$ cat config.mk
export PLATFORM = sky130hd
export DESIGN_NAME = cond_logic_unit
export DESIGN_NICKNAME = d
export VERILOG_FILES = /design/src/rtl/cond_pkg.sv /design/src/rtl/cond_check.sv /design/src/rtl/cond_logic_unit.sv
export SDC_FILE = /design/constraint.sdc
export NUM_CORES = 1
export LEC_CHECK = 0
export ABC_AREA = 1
export BUFFER_PORTS_ARGS = -buffer_cell sky130_fd_sc_hd__buf_2
export CAP_MARGIN = 20
export CORE_MARGIN = 2
export CORE_UTILIZATION = 49
export DETAILED_ROUTE_END_ITERATION = 8
export GPL_ROUTABILITY_DRIVEN = 1
export MAX_ROUTING_LAYER = met4
export PLACE_DENSITY = 0.85
export SLEW_MARGIN = 40
export SYNTH_ARGS = -nofsm -noshare
export SYNTH_HDL_FRONTEND = slang
export SYNTH_SLANG_ARGS = --single-unit
$ cat constraint.sdc
create_clock -name clk -period 1.9 [get_ports clk]
set_input_delay 0.095 -clock clk [delete_from_list [all_inputs] [get_ports clk]]
set_output_delay 0.095 -clock clk [all_outputs]
set_load 0.005 [all_outputs]
$ cat src/rtl/cond_pkg.sv
// Package for the condition logic unit: condition-code encodings, flag bit
// positions and the masked flag-write helper shared by the top level.
package cond_pkg;

    // Condition-field encodings (ARM-style mnemonics)
    localparam logic [3:0] COND_EQ = 4'h0;  // Z
    localparam logic [3:0] COND_NE = 4'h1;  // ~Z
    localparam logic [3:0] COND_CS = 4'h2;  // C
    localparam logic [3:0] COND_CC = 4'h3;  // ~C
    localparam logic [3:0] COND_MI = 4'h4;  // N
    localparam logic [3:0] COND_PL = 4'h5;  // ~N
    localparam logic [3:0] COND_VS = 4'h6;  // V
    localparam logic [3:0] COND_VC = 4'h7;  // ~V
    localparam logic [3:0] COND_HI = 4'h8;  // C & ~Z
    localparam logic [3:0] COND_LS = 4'h9;  // ~C | Z
    localparam logic [3:0] COND_GE = 4'hA;  // N == V
    localparam logic [3:0] COND_LT = 4'hB;  // N != V
    localparam logic [3:0] COND_GT = 4'hC;  // ~Z & (N == V)
    localparam logic [3:0] COND_LE = 4'hD;  // Z | (N != V)
    localparam logic [3:0] COND_AL = 4'hE;  // always
    localparam logic [3:0] COND_NV = 4'hF;  // configurable always/never

    // Bit positions inside the NZCV flag register
    localparam int N_BIT = 3;
    localparam int Z_BIT = 2;
    localparam int C_BIT = 1;
    localparam int V_BIT = 0;

    // Merge ALU flags into the current flags under the two write-enable groups:
    // flag_w[1] covers N,Z and flag_w[0] covers C,V.
    function automatic logic [3:0] apply_flag_write(
        input logic [3:0] cur_flags,
        input logic [3:0] alu_flags,
        input logic [1:0] flag_w
    );
        logic [3:0] res;
        res = cur_flags;
        if (flag_w[1]) begin
            res[N_BIT] = alu_flags[N_BIT];
            res[Z_BIT] = alu_flags[Z_BIT];
        end
        if (flag_w[0]) begin
            res[C_BIT] = alu_flags[C_BIT];
            res[V_BIT] = alu_flags[V_BIT];
        end
        return res;
    endfunction

endpackage

$ cat src/rtl/cond_check.sv
// Combinational condition evaluator: decides whether a 4-bit condition field
// holds for a given NZCV flag value. NV_ALWAYS selects whether the 4'hF
// encoding means "always" (1) or "never" (0).
module cond_check #(
    parameter logic NV_ALWAYS = 1'b1
) (
    input  logic [3:0] cond_i,
    input  logic [3:0] flags_i,
    output logic       cond_ex_o
);
    import cond_pkg::*;

    logic flag_n;
    logic flag_z;
    logic flag_c;
    logic flag_v;

    assign flag_n = flags_i[N_BIT];
    assign flag_z = flags_i[Z_BIT];
    assign flag_c = flags_i[C_BIT];
    assign flag_v = flags_i[V_BIT];

    // Decode the condition field against the supplied flags
    always_comb begin
        // NOTE: combinational blocks use blocking '=' and assign a default first so no latch is inferred.
        cond_ex_o = 1'b0;
        case (cond_i)
            COND_EQ: cond_ex_o = flag_z;
            COND_NE: cond_ex_o = ~flag_z;
            COND_CS: cond_ex_o = flag_c;
            COND_CC: cond_ex_o = ~flag_c;
            COND_MI: cond_ex_o = flag_n;
            COND_PL: cond_ex_o = ~flag_n;
            COND_VS: cond_ex_o = flag_v;
            COND_VC: cond_ex_o = ~flag_v;
            COND_HI: cond_ex_o = flag_c & ~flag_z;
            COND_LS: cond_ex_o = ~flag_c | flag_z;
            COND_GE: cond_ex_o = (flag_n == flag_v);
            COND_LT: cond_ex_o = (flag_n != flag_v);
            COND_GT: cond_ex_o = ~flag_z & (flag_n == flag_v);
            COND_LE: cond_ex_o = flag_z | (flag_n != flag_v);
            COND_AL: cond_ex_o = 1'b1;
            COND_NV: cond_ex_o = NV_ALWAYS;
            default: cond_ex_o = 1'b0;
        endcase
    end

endmodule

$ cat src/rtl/cond_logic_unit.sv
// Condition logic unit: owns the architectural NZCV flag register, updates it
// from the ALU under FlagW when the instruction's condition passes, and
// registers the condition-gated PCSrc/RegWrite/MemWrite towards the datapath.
// Optional feature macro: FLAG_SAVE_EN adds SaveFlags/RestoreFlags ports and a
// 4-bit shadow flag register (save, restore, or swap when both are asserted).
module cond_logic_unit #(
    parameter logic [3:0] FLAG_RST  = 4'b0000,
    parameter logic       NV_ALWAYS = 1'b1
) (
    input  logic       clk,
    input  logic       rst_n,
`ifdef FLAG_SAVE_EN
    input  logic       SaveFlags,
    input  logic       RestoreFlags,
`endif
    input  logic       Stall,
    input  logic       InValid,
    input  logic [3:0] Cond,
    input  logic [3:0] ALUFlags,
    input  logic [1:0] FlagW,
    input  logic       PCS,
    input  logic       RegW,
    input  logic       MemW,
    input  logic       NoWrite,
    output logic       CondEx,
    output logic [3:0] Flags,
    output logic       OutValid,
    output logic       PCSrc,
    output logic       RegWrite,
    output logic       MemWrite
);
    import cond_pkg::*;

    logic [3:0] flags_q;
    logic [3:0] flags_d;
    logic       out_valid_q;
    logic       out_valid_d;
    logic       pc_src_q;
    logic       pc_src_d;
    logic       reg_write_q;
    logic       reg_write_d;
    logic       mem_write_q;
    logic       mem_write_d;
    logic       cond_true;

`ifdef FLAG_SAVE_EN
    logic [3:0] shadow_q;
    logic [3:0] shadow_d;
`endif

    // Condition is judged against the stored flags only; the same-cycle ALU
    // result is never bypassed into the decision.
    cond_check #(
        .NV_ALWAYS (NV_ALWAYS)
    ) u_cond_check (
        .cond_i    (Cond),
        .flags_i   (flags_q),
        .cond_ex_o (cond_true)
    );

    assign CondEx = InValid & cond_true;

    // Next-state: flag merge for passing instructions, shadow save/restore, gated write enables
    always_comb begin
        flags_d = flags_q;
        if (CondEx) begin
            flags_d = apply_flag_write(flags_q, ALUFlags, FlagW);
        end
`ifdef FLAG_SAVE_EN
        // Save captures the pre-update flags; restore overrides any ALU update.
        // Asserting both swaps the two registers.
        shadow_d = shadow_q;
        if (SaveFlags) begin
            shadow_d = flags_q;
        end
        if (RestoreFlags) begin
            flags_d = shadow_q;
        end
`endif
        // A failed condition squashes the whole instruction, including its writes
        out_valid_d = InValid;
        pc_src_d    = PCS & CondEx;
        reg_write_d = RegW & ~NoWrite & CondEx;
        mem_write_d = MemW & CondEx;
    end

    // State registers: synchronous reset dominates, Stall freezes everything else
    always_ff @(posedge clk) begin
        // NOTE: sequential state uses non-blocking '<=' so all registers update together at the edge.
        if (!rst_n) begin
            flags_q     <= FLAG_RST;
            out_valid_q <= 1'b0;
            pc_src_q    <= 1'b0;
            reg_write_q <= 1'b0;
            mem_write_q <= 1'b0;
`ifdef FLAG_SAVE_EN
            shadow_q    <= FLAG_RST;
`endif
        end else if (!Stall) begin
            flags_q     <= flags_d;
            out_valid_q <= out_valid_d;
            pc_src_q    <= pc_src_d;
            reg_write_q <= reg_write_d;
            mem_write_q <= mem_write_d;
`ifdef FLAG_SAVE_EN
            shadow_q    <= shadow_d;
`endif
        end
    end

    assign Flags    = flags_q;
    assign OutValid = out_valid_q;
    assign PCSrc    = pc_src_q;
    assign RegWrite = reg_write_q;
    assign MemWrite = mem_write_q;

endmodule

Word level (Yosys, flattened, before mapping). Cells that the tools add are included.

Input bits: 18. Flip-flop bits (word level): 8. Output and inout port bits: 9. Logic and storage cells: 43.

Bitwise logic cells: 15. Equality and inequality tests: 17. Muxes and demuxes: 1. Reductions and logical operators: 4.

Operator list (number): == test 4 bit, second input constant (8); == test 4 x 3 -> 1 bit, second input constant (4); case mux 1 bit (15 select lines) (1); == test 4 x 2 -> 1 bit, second input constant (2); bitwise AND 1 bit (7); NOT 1 bit (6); AND reduction 3 bit (2); == test 4 x 1 -> 1 bit, second input constant (1); zero test 4 bit (1); bitwise OR 1 bit (2); OR reduction 2 bit (1); == test 1 bit (1); != test 1 bit (1).

Longest topological paths before layout. Gate-level depths: netlist (run 1).

Depth after elaboration: 5. Gate-level depth with buffers: 13. Gate-level depth less buffers: 13.

Modules after synthesis. Synthesis (run 1) repeated with hierarchy kept, for this count alone.

Cells, all modules: 105. Area total of the unflattened synthesis: 601.8 µm².

By module, submodules not included: cond_logic_unit (area each 369.1 µm², cells an instance 53, times used 1, sequential area each 160.2 µm²); cond_check (area each 232.7 µm², cells an instance 52, times used 1, sequential area each 0.0 µm²).

Worst setup path before layout (run 1). OpenSTA, ideal clock, no wires.

Path type: register to register. From: register flags_q[0] (netlist: Flags[0]). To: register flags_q[0] (netlist: Flags[0]). Arrival: 1158 ps. Stages on the path, launching flop included: 12. Path slack: 634 ps. Clock period less this slack: 1266 ps. Setup time: 109 ps. Data required time: 1791 ps. Buffers on the path: 0. Cells stage by stage: dfxtp_1 > inv_1 > nand2_1 > nand3_1 > nand3_1 > nand2_2 > nor2_4 > nand2_4 > nand3_2 > nand2_1 > inv_2 > nor2_2.

Longest elaborated chain between the ends: 5. Elaborated cells on any way between the ends: 8. Classes of those cells: eq/ne (2); mux (1); bitwise (4); reduce/logical (1).

RTL lines: start, declared (RTL line cond_logic_unit.sv:34) `logic [3:0] flags_q;`; start signal, assigned (RTL line cond_logic_unit.sv:100) `flags_q <= flags_d;`; != test 1 bit / == test 1 bit (equally long branches); bitwise OR 1 bit / bitwise AND 1 bit (equally long branches) (RTL line cond_check.sv:41, cond_check.sv:40); case mux 1 bit (15 select lines) (*) (RTL line cond_check.sv:27) `case (cond_i)`; bitwise AND 1 bit (*) (RTL line cond_logic_unit.sv:61) `assign CondEx = InValid & cond_true;`; AND reduction 3 bit (no line) (*).

Mark *: on every way between the ends. The rest lies on a longest branch, timed or not. A chain may end at the register's enable or synchronous reset.

Worst setup path in the final report (run 1).
From: register flags_q[0] (netlist: Flags[0]). To: output port CondEx.

Longest elaborated chain between the ends: 4. Elaborated cells on any way between the ends: 7. Classes of those cells: eq/ne (2); mux (1); bitwise (4).

RTL lines: != test 1 bit / == test 1 bit (equally long branches); bitwise OR 1 bit / bitwise AND 1 bit (equally long branches) (RTL line cond_check.sv:41, cond_check.sv:40); case mux 1 bit (15 select lines) (*) (RTL line cond_check.sv:27); bitwise AND 1 bit (*) (RTL line cond_logic_unit.sv:61); end, declared (RTL line cond_logic_unit.sv:25) `output logic CondEx,`.

Marks and branches as above.

==> run_results.csv, run 1 <==
group,metric,value,unit
pwr,swShare,0.323,
yosys,synth_top_cell_by_area,"dfxtp_1",
critical_path,start_kind,"flop",
placement,place_congestion,0.873,
critical_path,arrival,1450,ps
critical_path,critPathKind,"reg -> out",
cts,clockBufferDepth,2,
timing,setup_viol,0,
routing,via_per_inst,4.89,
global_routing,grt_max_degree,10,
cts,insertion_delay,250,ps
pwr,p_int,0.298,mW
finish,finalNetCount,159,
yosys,yosysUniqueCellTypes,22,
timing,finClkSkew,1.70,ps
finish,syn_to_final_growth,25.8,%
pwr,pwr-share-comb,0.291,
cts,path_clk_slew,60,ps
cts,postCtsSetupBuffers,0,
placement,dp_slack,520,ps
routing,drtAntennaViolNets,0,
pwr,power_leakage,0.447,nW
finish,final_util,0.639,
cts,cts_max_level,1,
global_routing,grt-ovfl-total,0,
yosys,syn_area_per_cell,5.81,sq um
placement,placed_cells,151,
global_routing,grt_pass1_wl,2330,microns
global_routing,grt_pass1_vias,574,
floorplanning,chipHeight,40.3,microns
yosys,synth_warnings,0,
yosys,synth_top_area_share,0.249,
routing,wl,1440,microns
yosys,yosysSeqAreaShare,0.249,
finish,n_antenna_cell,0,
timing,finalCritPeriodShare,0.814,
critical_path,critPathMaxFanout,4,
finish,layout.cells.non_filler,154,
yosys,synth_area,644,sq um
pwr,p_seq_frac,0.409,
pwr,pwr-share-clk,0.301,
timing,relSlewSlack,0.801,
yosys,synthArstFlopShare,0,
floorplanning,initial_core_util,0.508,
critical_path,crit_required,1800,ps
worst_hold_path,hp-class,"in -> reg",
cts,cts_tree,"built",
routing,post_drt_wl_per_cell,9.35,microns
timing,maxSlewViolCount,0,
yosys,ys.flop_type,"dfxtp_1",
global_routing,grt_usage,0.218,
routing,num_vias,753,
timing,tns,0,ps
cts,cts_resized,0,
yosys,synth_common_cells,"nand2_1, inv_1, nor2_1",
routing,drtPass1Iterations,4,
floorplanning,die_x,40.3,microns
timing,worst_slew_pin_slew,296,ps
finish,layout-drive-gt1-share,0.331,
pwr,power_density,543,nW/um^2
yosys,syn_inst,111,
outcome,status,"completed",
timing,timing.final.crit_period,1550,ps
timing,fmax,646,MHz
pwr,peakVddDrop,257,uV
yosys,synth_fp_nets,129,
cts,hold_buffers,0,
timing,rsz0062_at_grt,"no",
routing,drtIter0Drc,18,
placement,portBuffers,26,
global_routing,antenna_found_initial,0,
floorplanning,io_pins,27,
placement,hpwlAfterDp,1210,microns
cts,cts_made_buffers,3,
routing,drc,0,
yosys,synth_edf_count,0,
timing,hold_violations,0,
run,max_cap_violations,0,
cts,root_buffer,"clkbuf_4",
pwr,p_sw,0.142,mW
yosys,ys_ff_latch,8,
floorplanning,coreArea,1270,sq um
floorplanning,dieArea,1620,sq um
yosys,synth.most_common_cell,"nand2_1",
critical_path,cp-end-kind,"output pin",
floorplanning,core.rowCount,13,
cts,cts_sinks,8,
yosys,synth.area.top_cells,"dfxtp_1, nand2_1, inv_1, nor2_1, nand3_1",
timing,finalWorstSetupSlack,353,ps
-- logic make-up after synthesis --
| kind of cell | share of synthesized area |
|---|---|
| AOI/OAI and AO/OA | 0.0971 |
| DFF | 0.249 |
| and+or+nand+nor | 0.507 |
| buffers and inverters | 0.148 |
-- registers in the layout (all words and copies together) (netlist names) --
name      cells
MemWrite      1
PCSrc         1
RegWrite      1
OutValid      1
Flags         4
-- power by group through the flow --
stage	registers [mW]	logic (mW)	clock network [mW]
floorplan	0.184	0.0835	0
global placement	0.184	0.125	0
detailed placement	0.184	0.128	0
CTS	0.180	0.128	0.137
global route	0.181	0.145	0.147
finish	0.180	0.128	0.132
-- metrics by stage --
step / cell area, sq um / hold slack [ps] / total power [mW]
after floorplan: 644 / 216 / 0.268
after global placement: 788 / 353 / 0.309
after detailed placement: 788 / 355 / 0.311
after CTS: 811 / 94.6 / 0.445
after global routing: 811 / 121 / 0.474
final: 811 / 92.8 / 0.440
-- metal layers --
metal / routed length, microns / global-route usage
met1: 678 / 0.302
met2: 654 / 0.319
met3: 97 / 0.0500
met4: 9 / 0.0500
met5: 0 / -
-- critical path, cell delays in order (launching register included) --
cell and delay [ps]:
dfxtp_1 370, inv_1 90, nand2_1 110, nand2_1 70
nand2_1 60, nand2_1 50, nand2_1 70, nand2_2 70
nor2_4 110, a21oi_1 80, buf_2 140
-- path summary, 6_finish.rpt --
| check | from | endpoint | slack, ps | cells after the start |
|---|---|---|---|---|
| max reg2reg | Flags[0] | Flags[0] | 510 | 13 |
| min | InValid | OutValid | 90 | 3 |
| min reg2reg | RegWrite | RegWrite | 460 | 2 |
| max | Flags[0] | CondEx | 350 | 10 |
-- layout by cell type, fill, tap and decap left out, drive strengths merged --
cell type / Yosys / final
nor3: 1 / 1
clkbuf: 1 / 3
nand4: 4 / 4
buf: 0 / 26
nand3b: 2 / 2
nand2: 35 / 35
inv: 21 / 21
clkinv: 3 / 3
nor2: 16 / 16
nor3b: 1 / 1
o21ai: 5 / 5
dfxtp: 8 / 8
a21oi: 6 / 6
nand3: 8 / 8
-- layout make-up --
cell class                 instances  area (sq um)
fill                             129           458
multi-input combinational         78           389
sequential                         8           160
timing repair buffer              26           130
inverter                          24          90.1
clock buffer                       3          22.5
tap                               15          18.8
Note: power is estimated with default switching activity, not from simulation.
==> run 2: changes to the inputs <==
CORE_UTILIZATION = 46   (was 49)
PLACE_DENSITY = 0.8   (was 0.85)
clock period = 1.55 ns   (was 1.9 ns; I/O delays follow)
==> run_results.csv, run 2 (synthesis results as in run 1) <==
group,metric,value,unit
floorplanning,chipHeight,41.4,microns
finish,n_antenna_cell,0,
cts,cts_resized,0,
run,max_cap_violations,0,
finish,syn_to_final_growth,27.8,%
finish,fillers,127,
timing,worst_slew_pin_slew,288,ps
timing,hold_violations,0,
timing,setup_viol,0,
placement,place_congestion,0.829,
placement,hpwlAfterDp,1160,microns
finish,multiInputGateArea,397,sq um
cts,cts_made_buffers,3,
critical_path,crit_required,1470,ps
placement,dp_slack,196,ps
critical_path,cp-end-kind,"output pin",
timing,finClkSkew,1.11,ps
floorplanning,coreArea,1300,sq um
global_routing,grt-ovfl-total,0,
timing,tns,0,ps
timing,fmax,687,MHz
finish,seqCellArea,165,sq um
placement,portBuffers,26,
worst_hold_path,hp-class,"in -> reg",
cts,cts_max_level,1,
floorplanning,initial_core_util,0.495,
floorplanning,die_x,41.4,microns
pwr,power_density,664,nW/um^2
finish,final_common_cell,"nand2_1",
routing,post_drt_wl_per_cell,9.24,microns
routing,wl,1420,microns
cts,postCtsSetupBuffers,0,
timing,timing.final.crit_period,1460,ps
cts,insertion_delay,260,ps
timing,finalWorstSetupSlack,94.0,ps
timing,finalCritPeriodShare,0.939,
critical_path,start_kind,"flop",
global_routing,grt_usage,0.180,
cts,path_clk_slew,60,ps
timing,relSlewSlack,0.806,
global_routing,antenna_found_initial,0,
outcome,status,"completed",
critical_path,critPathKind,"reg -> out",
finish,largest_register_ff_count,4,
routing,drc,0,
placement,placed_cells,151,
cts,clockBufferDepth,2,
pwr,peakVddDrop,327,uV
routing,drtPass1Iterations,4,
global_routing,grt_pass1_vias,616,
routing,num_vias,734,
finish,layout_common_cells,"nand2_1, buf_2, inv_1, nor2_1",
placement,placed_cell_area,788,sq um
finish,final_util,0.633,
routing,drtIter0Drc,10,
finish,layout-drive-gt1-share,0.381,
routing,drtAntennaViolNets,0,
floorplanning,io_pins,27,
finish,layout.cells.non_filler,154,
critical_path,arrival,1380,ps
cts,cts_tree,"built",
finish,finalNetCount,159,
floorplanning,dieArea,1720,sq um
critical_path,critPathMaxFanout,3,
timing,hold_ws,74.6,ps
routing,via_per_inst,4.77,
timing,maxSlewViolCount,0,
floorplanning,core.rowCount,13,
pwr,power_leakage,0.451,nW
global_routing,grt_max_degree,10,
finish,final_cell_area,823,sq um
global_routing,grt_pass1_wl,2370,microns
pwr,total_power,0.547,mW
cts,cts_sinks,8,
cts,root_buffer,"clkbuf_4",
cts,hold_buffers,0,
==> run 2: cell counts in the layout (fill, tap and decap cells not counted) <==
No cell type changed its count.
==> run 2: final timing paths <==
path / slack [ps] / endpoint / cells past startpoint / start
setup / recovery: 90 / CondEx / 8 / Flags[1]
hold / removal: 70 / OutValid / 3 / InValid
setup reg to reg: 230 / Flags[2] / 11 / Flags[1]
hold reg to reg: 460 / MemWrite / 2 / MemWrite
==> run 2: per-layer routing <==
metal  global-route usage  vias to the layer above  routed length (microns)
met4               0.0581                        0                       16
met2                0.284                       23                      654
li1                     -                      396                        -
met5                    -                        -                        0
met1                0.227                      311                      663
met3               0.0391                        4                       89
==> run 2: layout make-up <==
type	count	area share
Multi-Input combinational cell	78	0.482
Tap cell	15	0.0228
Clock buffer	3	0.0274
Sequential cell	8	0.201
Timing Repair Buffer	26	0.158
Inverter	24	0.109
==> run 2: worst max-delay path, stage by stage, from the launching register on <==
cell and delay (ps):
dfxtp_2 340, inv_1 80, a21oi_2 160, nand2_1 70, nand2_1 70, nand2_2 60
nor2_4 130, a21oi_1 80, buf_2 140
==> run 2: where the power goes <==
group / internal [mW] / leakage (nW) / switching (mW)
logic: 0.0640 / 0.370 / 0.0955
registers: 0.216 / 0.0670 / 0.00642
clock network: 0.0890 / 0.0138 / 0.0763
==> run 3: changes to the inputs <==
PLACE_DENSITY = 0.77   (was 0.8)
==> run_results.csv, run 3 (synthesis results as in run 1) <==
group,metric,value,unit
outcome,status,"completed",
timing,finClkSkew,1.08,ps
floorplanning,coreArea,1300,sq um
critical_path,arrival,1360,ps
timing,fmax,694,MHz
finish,layout_common_cells,"nand2_1, buf_2, inv_1, nor2_1, nand3_1",
placement,hpwlAfterDp,1280,microns
worst_hold_path,hp-class,"in -> reg",
run,max_cap_violations,0,
cts,cts_sinks,8,
finish,layout.cells.non_filler,154,
global_routing,grt_pass1_vias,629,
routing,drc,0,
routing,drtPass1Iterations,4,
finish,final_common_cell,"nand2_1",
critical_path,regToRegSetupSlack,230,ps
placement,portBuffers,26,
cts,postCtsSetupBuffers,0,
placement,placed_cells,151,
global_routing,grt_max_degree,10,
floorplanning,initial_core_util,0.495,
global_routing,grt_usage,0.200,
critical_path,crit_required,1470,ps
pwr,power_density,664,nW/um^2
cts,path_clk_slew,60,ps
critical_path,critPathKind,"reg -> out",
routing,post_drt_wl_per_cell,10.0,microns
finish,layout-drive-gt1-share,0.374,
worst_hold_path,min_path_cells,3,
routing,wl,1540,microns
floorplanning,io_pins,27,
finish,largest_register_ff_count,4,
timing,setup_viol,0,
critical_path,cp-end-kind,"output pin",
finish,n_antenna_cell,0,
pwr,peakVddDrop,332,uV
timing,hold_violations,0,
critical_path,start_kind,"flop",
finish,finalNetCount,159,
routing,num_vias,727,
global_routing,grt-ovfl-total,0,
cts,cts_max_level,1,
global_routing,grt_pass1_wl,2600,microns
critical_path,rr_worst_depth,12,
critical_path,critPathMaxFanout,4,
routing,drtIter0Drc,11,
finish,final_cell_area,823,sq um
timing,timing.final.crit_period,1440,ps
critical_path,rr_startpoint,"Flags[3]",
placement,place_congestion,0.824,
critical_path,r2r_end,"Flags[2]",
cts,root_buffer,"clkbuf_4",
floorplanning,chipHeight,41.4,microns
routing,drtAntennaViolNets,0,
global_routing,antenna_found_initial,0,
timing,finalCritPeriodShare,0.930,
pwr,total_power,0.547,mW
finish,syn_to_final_growth,27.8,%
timing,worst_slew_pin_slew,278,ps
routing,via_per_inst,4.72,
floorplanning,dieArea,1720,sq um
pwr,power_leakage,0.451,nW
worst_hold_path,min_to,"OutValid",
cts,clockBufferDepth,2,
cts,cts_made_buffers,3,
floorplanning,core.rowCount,13,
placement,placed_cell_area,788,sq um
worst_hold_path,worstHoldStart,"InValid",
cts,cts_tree,"built",
timing,relSlewSlack,0.813,
timing,maxSlewViolCount,0,
floorplanning,die_x,41.4,microns
cts,insertion_delay,250,ps
-- run 3: per-stage QoR --
step	hold slack (ps)	setup TNS [ps]	setup WS, ps	util
floorplan	199	0	284	-
global placement	338	0	200	0.606
detailed placement	349	0	165	0.606
CTS	78.9	0	36.6	0.623
global route	102	-6.47	-6.47	0.633
finish	85.1	0	109	0.633
-- run 3: how the worst max path moves through the flow --
stage	from	endpoint	slack, ps	cells past startpoint
4_1_cts	Flags[0]	CondEx	40	10
3_3_place_gp	Flags[0]	Flags[0]	200	13
6_report	Flags[3]	CondEx	110	6
3_5_place_dp	Flags[0]	Flags[2]	170	13
2_1_floorplan	Flags[0]	Flags[0]	280	11
5_1_grt	Flags[3]	CondEx	-6	9
-- run 3: cell type report --
type                            instances  area [sq um]
Fill cell                             132           478
Timing Repair Buffer                   26           130
Tap cell                               15          18.8
Clock buffer                            3          22.5
Sequential cell                         8           165
Multi-Input combinational cell         78           397
Inverter                               24          90.1
-- run 3: metal layers --
layer / wire [microns] / global-route usage / up-vias
li1: - / - / 396
met1: 700 / 0.249 / 308
met2: 737 / 0.303 / 19
met5: 0 / - / -
met4: 21 / 0.0774 / 0
met3: 85 / 0.0609 / 4
-- run 3: repair_timing --
action / in CTS / in global routing
endpoints found under the setup margin: 0 / 1
resized for setup: 0 / 7
hold buffers: 0 / 0
-- run 3: worst max-delay path: stages (launching register included) --
cell     delay [ps]
dfxtp_2         340
inv_1            70
o21ai_0         250
o21ai_2         120
nor2_4          120
a21oi_1          70
buf_2           140
-- run 3: where the power goes --
part           internal, mW  total, mW  switching [mW]
Combinational        0.0640      0.162          0.0979
Sequential            0.216      0.222         0.00621
Clock                0.0888      0.163          0.0742
